## src/rtl/cache_request_dispatcher_pkg.sv

```systemverilog
// Shared cache types: decoded address, trace opcodes, queued request and dispatcher state.
// Address split is tag[31:20] / set[19:6] / offset[5:0].
package cache_request_dispatcher_pkg;

  localparam int TAG_W = 12;
  localparam int SET_W = 14;
  localparam int OFF_W = 6;
  localparam int PID_W = 3;
  localparam int OP_W  = 4;

  typedef struct packed {
    logic [TAG_W-1:0] tag;
    logic [SET_W-1:0] set_index;
    logic [OFF_W-1:0] byte_offset;
  } address_t;

  typedef enum logic [OP_W-1:0] {
    OP_CACHE0 = 4'd0,
    OP_CACHE1 = 4'd1,
    OP_CACHE2 = 4'd2,
    OP_CACHE3 = 4'd3,
    OP_CACHE4 = 4'd4,
    OP_CLEAR  = 4'd8,
    OP_PRINT  = 4'd9
  } opcode_t;

  typedef struct packed {
    opcode_t          n;
    address_t         address;
    logic [PID_W-1:0] pid;
  } request_t;

  typedef enum logic [1:0] {
    RUN   = 2'd0,
    FLUSH = 2'd1,
    PRINT = 2'd2
  } state_t;

  function automatic logic is_cache_op(input logic [OP_W-1:0] n);
    return n <= 4'd4;
  endfunction

  function automatic logic is_legal(input logic [OP_W-1:0] n);
    return is_cache_op(n) || (n == OP_CLEAR) || (n == OP_PRINT);
  endfunction

endpackage

```

## src/rtl/cache_request_dispatcher_req_fifo.sv

```systemverilog
// Request FIFO: DEPTH entries, write-to-head latency 1 cycle, no bypass.
// Backpressure via full; the extra pointer bit separates full from empty.
module req_fifo
  import cache_request_dispatcher_pkg::*;
#(
  parameter int  DEPTH = 4,
  parameter type T     = request_t
) (
  input  logic clk,
  input  logic rst_n,
  input  logic push,
  input  T     push_data,
  input  logic pop,
  output T     head,
  output logic full,
  output logic empty
);

  localparam int AW = $clog2(DEPTH);
  localparam logic [AW:0] PTR_ONE = 1;

  logic [AW:0] wr_ptr;
  logic [AW:0] rd_ptr;
  T            mem [DEPTH];

  assign empty = (wr_ptr == rd_ptr);
  assign full  = (wr_ptr[AW] != rd_ptr[AW]) && (wr_ptr[AW-1:0] == rd_ptr[AW-1:0]);
  assign head  = mem[rd_ptr[AW-1:0]];

  always_ff @(posedge clk) begin
    if (!rst_n) begin
      wr_ptr <= '0;
      rd_ptr <= '0;
    end else begin
      if (push && !full) wr_ptr <= wr_ptr + PTR_ONE;
      if (pop && !empty) rd_ptr <= rd_ptr + PTR_ONE;
    end
  end

  // Storage is left unreset; the consumer masks the head while empty.
  always_ff @(posedge clk) begin
    if (push && !full) mem[wr_ptr[AW-1:0]] <= push_data;
  end

endmodule

```

## src/rtl/cache_request_dispatcher.sv

```systemverilog
// Trace-to-cache dispatcher: filters illegal opcodes, queues requests, issues cache ops and clear/print commands.
// Head reaches req_valid 1 cycle after write; in_ready is plain FIFO-not-full, req stalls hold the head.
module cache_request_dispatcher
  import cache_request_dispatcher_pkg::*;
#(
  parameter int DEPTH = 4,
  parameter int CNT_W = 16
) (
  input  logic             clk,
  input  logic             rst_n,
  input  logic             in_valid,
  output logic             in_ready,
  input  logic [3:0]       in_n,
  input  logic [31:0]      in_addr,
  input  logic [2:0]       in_pid,
  output logic             req_valid,
  input  logic             req_ready,
  output logic [3:0]       req_n,
  output logic [11:0]      req_tag,
  output logic [13:0]      req_set,
  output logic [5:0]       req_offset,
  output logic [2:0]       req_pid,
  output logic             flush_req,
  input  logic             flush_ack,
  output logic             print_pulse,
  output logic [CNT_W-1:0] issued_cnt,
  output logic [7:0]       dropped_cnt
);

  localparam logic [CNT_W-1:0] CNT_ONE = 1;

  state_t   state;
  state_t   state_next;
  request_t in_req;
  request_t head;
  request_t shown;
  logic     fifo_full;
  logic     fifo_empty;
  logic     accept;
  logic     push;
  logic     drop;
  logic     pop;

  assign in_ready = rst_n && !fifo_full;
  assign accept   = in_valid && in_ready;
  assign push     = accept && is_legal(in_n);
  assign drop     = accept && !is_legal(in_n);
  assign in_req   = {in_n, in_addr, in_pid};

  req_fifo #(
    .DEPTH (DEPTH),
    .T     (request_t)
  ) u_fifo (
    .clk       (clk),
    .rst_n     (rst_n),
    .push      (push),
    .push_data (in_req),
    .pop       (pop),
    .head      (head),
    .full      (fifo_full),
    .empty     (fifo_empty)
  );

  always_ff @(posedge clk) begin
    if (!rst_n) state <= RUN;
    else        state <= state_next;
  end

  // Clear and print commands are consumed from the head without a cache handshake.
  always_comb begin
    state_next  = state;
    pop         = 1'b0;
    req_valid   = 1'b0;
    flush_req   = 1'b0;
    print_pulse = 1'b0;
    case (state)
      RUN: begin
        if (!fifo_empty) begin
          if (is_cache_op(head.n)) begin
            req_valid = 1'b1;
            pop       = req_ready;
          end else begin
            pop        = 1'b1;
            state_next = (head.n == OP_CLEAR) ? FLUSH : PRINT;
          end
        end
      end
      FLUSH: begin
        flush_req = 1'b1;
        if (flush_ack) state_next = RUN;
      end
      PRINT: begin
        print_pulse = 1'b1;
        state_next  = RUN;
      end
      default: state_next = RUN;
    endcase
  end

  assign shown      = req_valid ? head : '0;
  assign req_n      = shown.n;
  assign req_tag    = shown.address.tag;
  assign req_set    = shown.address.set_index;
  assign req_offset = shown.address.byte_offset;
  assign req_pid    = shown.pid;

  always_ff @(posedge clk) begin
    if (!rst_n) begin
      issued_cnt  <= '0;
      dropped_cnt <= '0;
    end else begin
      if (req_valid && req_ready) issued_cnt <= issued_cnt + CNT_ONE;
      if (drop && (dropped_cnt != 8'hFF)) dropped_cnt <= dropped_cnt + 8'd1;
    end
  end

endmodule

```

## config.mk

```make
export PLATFORM = sky130hd
export DESIGN_NAME = cache_request_dispatcher
export DESIGN_NICKNAME = d
export VERILOG_FILES = /design/src/rtl/cache_request_dispatcher_pkg.sv /design/src/rtl/cache_request_dispatcher_req_fifo.sv /design/src/rtl/cache_request_dispatcher.sv
export SDC_FILE = /design/constraint.sdc
export NUM_CORES = 1
export LEC_CHECK = 0
export ABC_CLOCK_PERIOD_IN_PS = 7220
export CORE_UTILIZATION = 55
export CTS_BUF_LIST = sky130_fd_sc_hd__clkbuf_8
export CTS_CLUSTER_DIAMETER = 200
export DETAILED_ROUTE_END_ITERATION = 10
export PLACE_DENSITY = 0.82
export SLEW_MARGIN = 20
export SYNTH_ARGS = -nofsm -noshare
export SYNTH_HDL_FRONTEND = slang
export SYNTH_SLANG_ARGS = --single-unit
```

## constraint.sdc

```tcl
create_clock -name clk -period 7.22 [get_ports clk]
set_clock_uncertainty 0.1 [all_clocks]
set_input_delay 1.805 -clock clk [delete_from_list [all_inputs] [get_ports clk]]
set_output_delay 1.805 -clock clk [all_outputs]
set_load 0.01 [all_outputs]
```

# Word level (Yosys, flattened, before mapping)
# Memories as Yosys holds them, arrays and structs flattened. A register that Yosys moved wholly into a read port is not among the register bits.
# Index checks and enable logic that the tools add are counted.
word_totals:
  word_cells: 58
  inputBits: 44
  regBits: 32
  romBits: 0
  ramBits: 156
  latch_bits: 0
  n_memories: 1
  out_inout_bits: 67
op_classes:
  mux: 18
  eq_ne: 12
  n_mul: 0
  bitwise_logic: 0
  reduce_logical: 16
  n_lt_le_gt_ge: 2
  div_mod_pow: 0
  add_sub_neg: 4
  shift: 0
mem_list:
  columns: ["name", "words", "width", "read_ports", "rd_ports_with_merged_regs", "write_ports", "line_no", "text"]
  rows:
  - ["u_fifo.mem", 4, 39, 1, 1, 1, "cache_request_dispatcher_req_fifo.sv:24", "T mem [DEPTH];"]
ops:
  columns: ["op", "count"]
  rows:
  - ["39-bit two-way mux", 1]
  - ["16-bit by 1-bit adder with 16-bit output, second input constant", 1]
  - ["4-bit == test, second input constant", 3]
  - ["2-bit two-way mux", 6]
  - ["1-bit two-way mux", 10]
  - ["1-bit logical AND", 9]
  - ["8-bit by 1-bit adder with 8-bit output, second input constant", 1]
  - ["4-bit by 3-bit <= comparator with 1-bit output, second input constant", 2]
  - ["8-bit inequality test, second input constant", 1]
  - ["3-bit by 1-bit adder with 3-bit output, second input constant", 2]
  - ["2-bit inequality test, second input constant", 3]
  - ["2-bit case mux with 2 select lines", 1]
  - ["3-bit == test", 1]
  - ["1-bit zero test", 3]
  - ["3-bit AND reduction", 1]
  - ["2-bit by 1-bit == test with 1-bit output, second input constant", 1]
  - ["2-bit == test", 1]
  - ["2-bit == test, second input constant", 1]
  - ["2-bit zero test", 1]
  - ["1-bit logical OR", 2]
  - ["1-bit inequality test", 1]

# Longest topological paths before layout
# Gate-level depths: netlist of the first run.
logic_depth:
  depth_word: 9
  ltp_mapped: 8
  mapped_depth_nobuf: 5

# By module
# A second synthesis of the first run with hierarchy kept.
hier_totals:
  hier_cells: 480
  hier_area_um2: 7811.2
modules_own_cells:
  columns: ["module", "n_inst", "seq_area_each_um2", "area_each_um2", "cells_per_inst"]
  rows:
  - ["req_fifo", 1, 4844.6, 6175.9, 271]
  - ["cache_request_dispatcher", 1, 520.5, 1635.3, 209]

# Worst setup path before layout of the first run
# Ideal clock, no wire load.
synth_timing:
  path_kind: "input-to-output"
  from: "input rst_n"
  to: "output in_ready"
  t_required_ns: 5.315
  stages: 3
  setup_slack_ns: 2.881
  arrival_ns: 2.434
  path_buffers: 1
  path_cell_list: "clkbuf_1 -> inv_2 -> a31oi_1"
synth_via:
  elab_chain_len: 1
synth_rtl:
  columns: ["element", "line_no", "text"]
  rows:
  - ["start: declaration", "cache_request_dispatcher.sv:10", "input logic rst_n,"]
  - ["1-bit logical AND", "cache_request_dispatcher.sv:44", "assign in_ready = rst_n && !fifo_full;"]
  - ["end: declaration", "cache_request_dispatcher.sv:12", "output logic in_ready,"]
# No other way between the ends.

==> impl_metrics.json, run 1 <==
{
  "syn-num-nets": 499,
  "pwr-share-comb": 0.198,
  "power_per_cell_area_nw_per_um2": 257,
  "synthSimpleGateAreaFrac": 0.0909,
  "placed_area_um2": 8860,
  "ctsHoldBuffers": 0,
  "synth_compound_area_frac": 0.0308,
  "antenna_found_initial": 0,
  "yosys.area.top_type_share": 0.614,
  "clock_latency_ns": 0.45,
  "swShare": 0.241,
  "filler_cell_count": 882,
  "path_class": "reg2out",
  "p_int_mw": 1.81,
  "ys_types": 46,
  "place_inst": 712,
  "critPathMaxFanout": 39,
  "vdd.ir_drop.worst_mv": 0.172,
  "leakage_nw": 3.16,
  "layout_min_cycle_time_ns": 5.72,
  "numCtsBuffers": 17,
  "layout-drive-gt1-share": 0.136,
  "whs_path_depth": 2,
  "yosysTopAreaCell": "edfxtp_1",
  "io_buffers": 109,
  "cp-start-kind": "flop",
  "dieArea_um2": 14300,
  "cp-end-kind": "output port",
  "grt_start_max_net_pins": 48,
  "syn_avg_cell_area_um2": 17.0,
  "synth_top_family_by_area": "multiplexers",
  "status": "completed",
  "routed_wl_mm": 14.7,
  "synthAdderAreaFrac": 0.0128,
  "firstDrtPassIters": 5,
  "cpMostUsedCell": "buf_4",
  "cts_tree": "built",
  "finalCritPeriodShare": 0.792,
  "synth_area_um2": 7630,
  "grtUsageTotal": 0.218,
  "maxCapViolCount": 0,
  "cts_root_buf": "clkbuf_8",
  "maxSlewViolCount": 0,
  "drt-vias-per-instance": 5.84,
  "slew_headroom": 0.278,
  "muxShareOfSynthArea": 0.125,
  "hold_class": "reg2reg",
  "ys_seq_area_frac": 0.704,
  "tightest_slew_ns": 1.08,
  "globalRouteOverflowTotal": 0,
  "ys_warn_count": 0,
  "initial_core_util": 0.569,
  "cpMaxStageDelayCell": "a311oi_4",
  "h-tree-depth": 4,
  "switching_power_uw": 575,
  "rows": 42,
  "finalPower_mw": 2.38,
  "ys_seq_elements": 190,
  "grt_pass1_vias": 4377,
  "fin_ws_ns": 1.50,
  "clockBufferDepth": 2,
  "vias": 4347,
  "p_clk_frac": 0.293,
  "fin_area_um2": 9290,
  "synth-xor-area-share": 0.0184,
  "syn_inst": 448,
  "drt_iter0_drc": 407,
  "fp.dieW_um": 120,
  "yosys-top-cells-area": "edfxtp_1 61%, mux4_2 10%, dfxtp_1 8.9%",
  "cts.sinks": 190,
  "cp.arrival_ns": 3.81,
  "post-route-util": 0.693,
  "grt_pass1_wl_mm": 23.0,
  "seqPwrFrac": 0.510,
  "hold_violations": 0,
  "fin_nets": 607,
  "core_um2": 13400,
  "drc": 0,
  "slowest_delay_ns": 0.89,
  "area_growth_pct": 21.8,
  "cts.reportedPaths.clkPinSlew_ns": 0.09,
  "post_cts_buffers": 0,
  "cp_cell_sequence": "buf_4, mux4_2, a311oi_4, buf_4, nand2_2, inv_1, clkdlybuf4s50_1",
  "worstRegToRegCells": 7,
  "stdcell_count": 744,
  "synthArstFlopShare": 0,
  "finalSetupViolations": 0,
  "drtAntennaViolNets": 0,
  "io-pin-count": 111,
  "tns_ns": 0,
  "cp.required_ns": 5.32,
  "dp_slack_ns": 1.71,
  "max_freq_mhz": 175,
  "holdWs_ns": 0.398,
  "ctsResizeCount": 0,
  "dp_hpwl_mm": 8.96,
  "ys.flop_type": "edfxtp_1",
  "gp_congestion": 0.847,
  "die_height_um": 120,
  "rsz0062_at_grt": "false",
  "wire_per_inst_um": 19.8,
  "diodes": 0,
  "synth_edf_count": 156
}
## synthesized netlist by cell type, types with 6 or more instances
library cell / n
a21oi_1: 13
and3_1: 49
clkbuf_1: 16
dfxtp_1: 34
edfxtp_1: 156
ha_1: 7
inv_1: 6
mux2i_1: 6
mux4_2: 35
nand2_1: 12
nand3_1: 9
nand4_1: 12
nor2_1: 21
o31ai_1: 6
or4_1: 6
xnor2_1: 7
xor2_1: 9
## registers in the layout (all words and copies together), names as in the netlist, named ones only
signal and flops:
u_fifo.wr_ptr 3, u_fifo.mem 156, state 2, issued_cnt 16, u_fifo.rd_ptr 3, dropped_cnt 8
## cells in the final DEF, fill, tap and decap left out, drive strengths merged, types with 2 or more instances in the layout
cell type      synthesis  routed
ha                     7       7
nor2                  21      21
a31o                   2       2
nand2                 13      13
a21oi                 13      13
a31oi                  3       3
clkinv                 0       5
edfxtp               156     156
o31ai                  6       6
xnor2                  7       7
or3                    2       2
inv                    7      12
o21ai                  4       4
nand4                 12      12
nor2b                  2       2
nand3                  9       9
clkdlybuf4s50          0     109
buf                    7       4
dfxtp                 34      34
xor2                   9       9
and4                   2       2
or4                    6       6
or2                    2       2
clkbuf                17      17
mux4                  39      39
mux2i                  6       6
and3                  49      49
bufinv                 0       4
## critical path, delay by kind of cell, from the launching register on
family	cells	cell delay, ns
simple gates	1	0.17
buf+inv	4	1.47
mux	1	0.48
flops	1	0.32
compound gates	1	0.89
## cell families (layout without fill, tap and decap cells)
| family | Yosys count | count (layout) |
|---|---|---|
| xor+xnor | 16 | 16 |
| compound gates | 34 | 34 |
| mux | 45 | 45 |
| other cells | 1 | 1 |
| simple gates | 123 | 123 |
| flops | 190 | 190 |
| fa+ha+maj | 8 | 8 |
| buf+inv | 31 | 151 |
## metal layers
layer | GRT usage | part of all wire | vias up
met5 | 0 | 0 | -
met4 | 0.0742 | 0.011 | 0
met3 | 0.0604 | 0.069 | 15
met2 | 0.361 | 0.51 | 157
met1 | 0.279 | 0.41 | 2182
li1 | - | - | 1993
## area by class of cell
cell class | instances | area, um^2 | share of cell area
clock buffers | 17 | 234 | 0.0252
clock inverters | 14 | 161 | 0.0174
inverters | 7 | 26.3 | 0.00283
multi-input cells | 227 | 2140 | 0.230
flip-flops and latches | 190 | 5370 | 0.578
well taps | 176 | 220 | 0.0237
repair buffers | 113 | 1140 | 0.123
## power by group through the flow
| stage | logic [mW] | registers (mW) | clock network (mW) |
|---|---|---|---|
| 6_report | 0.471 | 1.21 | 0.698 |
| 5_1_grt | 0.507 | 1.22 | 0.748 |
| 4_1_cts | 0.466 | 1.22 | 0.710 |
| 3_5_place_dp | 0.460 | 1.24 | 0 |
| 3_3_place_gp | 0.457 | 1.24 | 0 |
| 2_1_floorplan | 0.297 | 1.24 | 0 |
## path summary, 6_finish.rpt
path / start / endpoint / slack, ns
max: flop / req_valid / 1.50
min reg2reg: issued_cnt[15] / issued_cnt[15] / 0.40
max reg2reg: flop / issued_cnt[15] / 3.44
min: issued_cnt[15] / issued_cnt[15] / 0.40
Power figures use the tool's default switching activity.
==> inputs of run 2 (changes only) <==
--- a/config.mk
+++ b/config.mk
@@ -5,12 +5,12 @@
 export SDC_FILE = /design/constraint.sdc
 export NUM_CORES = 1
 export LEC_CHECK = 0
-export ABC_CLOCK_PERIOD_IN_PS = 7220
-export CORE_UTILIZATION = 55
+export ABC_CLOCK_PERIOD_IN_PS = 4720
+export CORE_UTILIZATION = 51
 export CTS_BUF_LIST = sky130_fd_sc_hd__clkbuf_8
 export CTS_CLUSTER_DIAMETER = 200
 export DETAILED_ROUTE_END_ITERATION = 10
-export PLACE_DENSITY = 0.82
+export PLACE_DENSITY = 0.8
 export SLEW_MARGIN = 20
 export SYNTH_ARGS = -nofsm -noshare
 export SYNTH_HDL_FRONTEND = slang
==> constraint.sdc (replaced) <==
create_clock -name clk -period 4.72 [get_ports clk]
set_clock_uncertainty 0.1 [all_clocks]
set_input_delay 1.18 -clock clk [delete_from_list [all_inputs] [get_ports clk]]
set_output_delay 1.18 -clock clk [all_outputs]
set_load 0.01 [all_outputs]
==> run 2 against run 1 <==
Clock-buffer cell count stayed put. Via count is 2.1% higher. Critical path type unchanged. Die area is 7.7% higher. Power is 51% higher. Critical path depth is 1 lower. First-iteration DRC count is 22% lower. Final cell count is 2.7% higher. Setup slack worse by 1.2 ns.
==> impl_metrics.json, run 2 (synthesis gave the netlist of run 1 again) <==
{
  "io_buffers": 109,
  "ctsResizeCount": 0,
  "vias": 4438,
  "largest_reg_flops": 156,
  "leakage_nw": 3.18,
  "post_cts_buffers": 0,
  "hold_class": "reg2reg",
  "power_per_cell_area_nw_per_um2": 384,
  "cp-start-kind": "flop",
  "cts.sinks": 190,
  "layout-drive-gt1-share": 0.164,
  "fin_nets": 618,
  "wire_per_inst_um": 20.0,
  "max_freq_mhz": 229,
  "filler_cell_count": 1003,
  "ctsHoldBuffers": 0,
  "slew_headroom": 0.548,
  "tns_ns": 0,
  "layout_common_cells": "156 x edfxtp_1, 109 x clkdlybuf4s50_1, 45 x and3_1, 35 x mux4_2, 32 x dfxtp_1",
  "final_common_cell": "edfxtp_1",
  "diodes": 0,
  "finalCritPeriodShare": 0.926,
  "drc": 0,
  "cts.reportedPaths.clkPinSlew_ns": 0.09,
  "worstRegToRegCells": 6,
  "placed_area_um2": 9000,
  "hold_violations": 0,
  "h-tree-depth": 4,
  "gp_congestion": 0.847,
  "drtAntennaViolNets": 0,
  "maxSlewViolCount": 0,
  "die_height_um": 124,
  "grt_pass1_vias": 4491,
  "drt_iter0_drc": 318,
  "cts_tree": "built",
  "fin_area_um2": 9380,
  "rsz0062_at_grt": "false",
  "core_um2": 14600,
  "cts_root_buf": "clkbuf_8",
  "cp.arrival_ns": 3.09,
  "grt_start_max_net_pins": 36,
  "drt-vias-per-instance": 5.81,
  "cp.required_ns": 3.44,
  "area_growth_pct": 23.0,
  "status": "completed",
  "rows": 44,
  "tightest_slew_ns": 0.678,
  "whs_path_depth": 2,
  "numCtsBuffers": 17,
  "io-pin-count": 111,
  "layout_min_cycle_time_ns": 4.37,
  "maxCapViolCount": 0,
  "routed_wl_mm": 15.3,
  "r2r_slack_ns": 1.81,
  "firstDrtPassIters": 5,
  "fp.dieW_um": 124,
  "hold-path-endpoint": "issued_cnt[15]",
  "crit-reg2reg-capture": "issued_cnt[15]",
  "clock_latency_ns": 0.46,
  "initial_core_util": 0.523,
  "path_class": "reg2out",
  "grtUsageTotal": 0.207,
  "dieArea_um2": 15400,
  "dp_hpwl_mm": 10.1,
  "grt_pass1_wl_mm": 24.4,
  "clockBufferDepth": 2,
  "globalRouteOverflowTotal": 0,
  "cp-end-kind": "output port",
  "critPathMaxFanout": 32,
  "finalSetupViolations": 0,
  "antenna_found_initial": 0,
  "vdd.ir_drop.worst_mv": 0.217,
  "hp-start": "issued_cnt[15]"
}
==> run 2: area by class of cell <==
class,count,area (um^2),share of cell area
clock buffers,17,234,0.0249
clock inverters,15,146,0.0156
inverters,7,26.3,0.00280
multi-input cells,227,2140,0.228
flip-flops and latches,190,5370,0.572
well taps,184,230,0.0245
repair buffers,124,1240,0.132
==> run 2: layer usage <==
layer,global-route usage,routed length [um],vias to the layer above
met5,0,0,-
met4,0.0638,175,0
met3,0.0511,1030,14
met2,0.332,7490,170
met1,0.281,6600,2226
li1,-,-,2028
==> run 2: through the flow <==
stage | power (mW) | instances | hold WS, ns | worst slack (ns) | utilization
global route | 3.75 | 764 | 0.449 | 0.201 | 0.643
CTS | 3.64 | 764 | 0.400 | 0.307 | 0.643
global placement | 2.62 | 732 | 0.361 | 0.821 | 0.617
floorplan | 2.35 | 448 | 0.388 | 1.49 | -
finish | 3.60 | 764 | 0.402 | 0.349 | 0.643
detailed placement | 2.63 | 732 | 0.386 | 0.750 | 0.617
==> run 2: how the worst max path moves through the flow <==
stage	to	slack [ns]
final	req_valid	0.35
after CTS	req_valid	0.31
after global routing	req_valid	0.20
after floorplan	req_offset[0]	1.49
after global placement	in_ready	0.82
after detailed placement	in_ready	0.75
==> run 2: worst max-delay path, stage by stage, from the launching register on <==
cell and delay (ns):
dfxtp_2 0.42, mux4_2 0.60, a311oi_4 0.59, buf_12 0.26
nand2_2 0.15, inv_1 0.09, clkdlybuf4s50_1 0.53
==> run 2: power breakdown <==
group	switching, mW	internal, mW	leakage [nW]	total, mW
logic	0.351	0.370	1.31	0.721
clock network	0.553	0.467	0.186	1.02
registers	0.0227	1.84	1.68	1.86
total	0.926	2.68	3.18	3.60
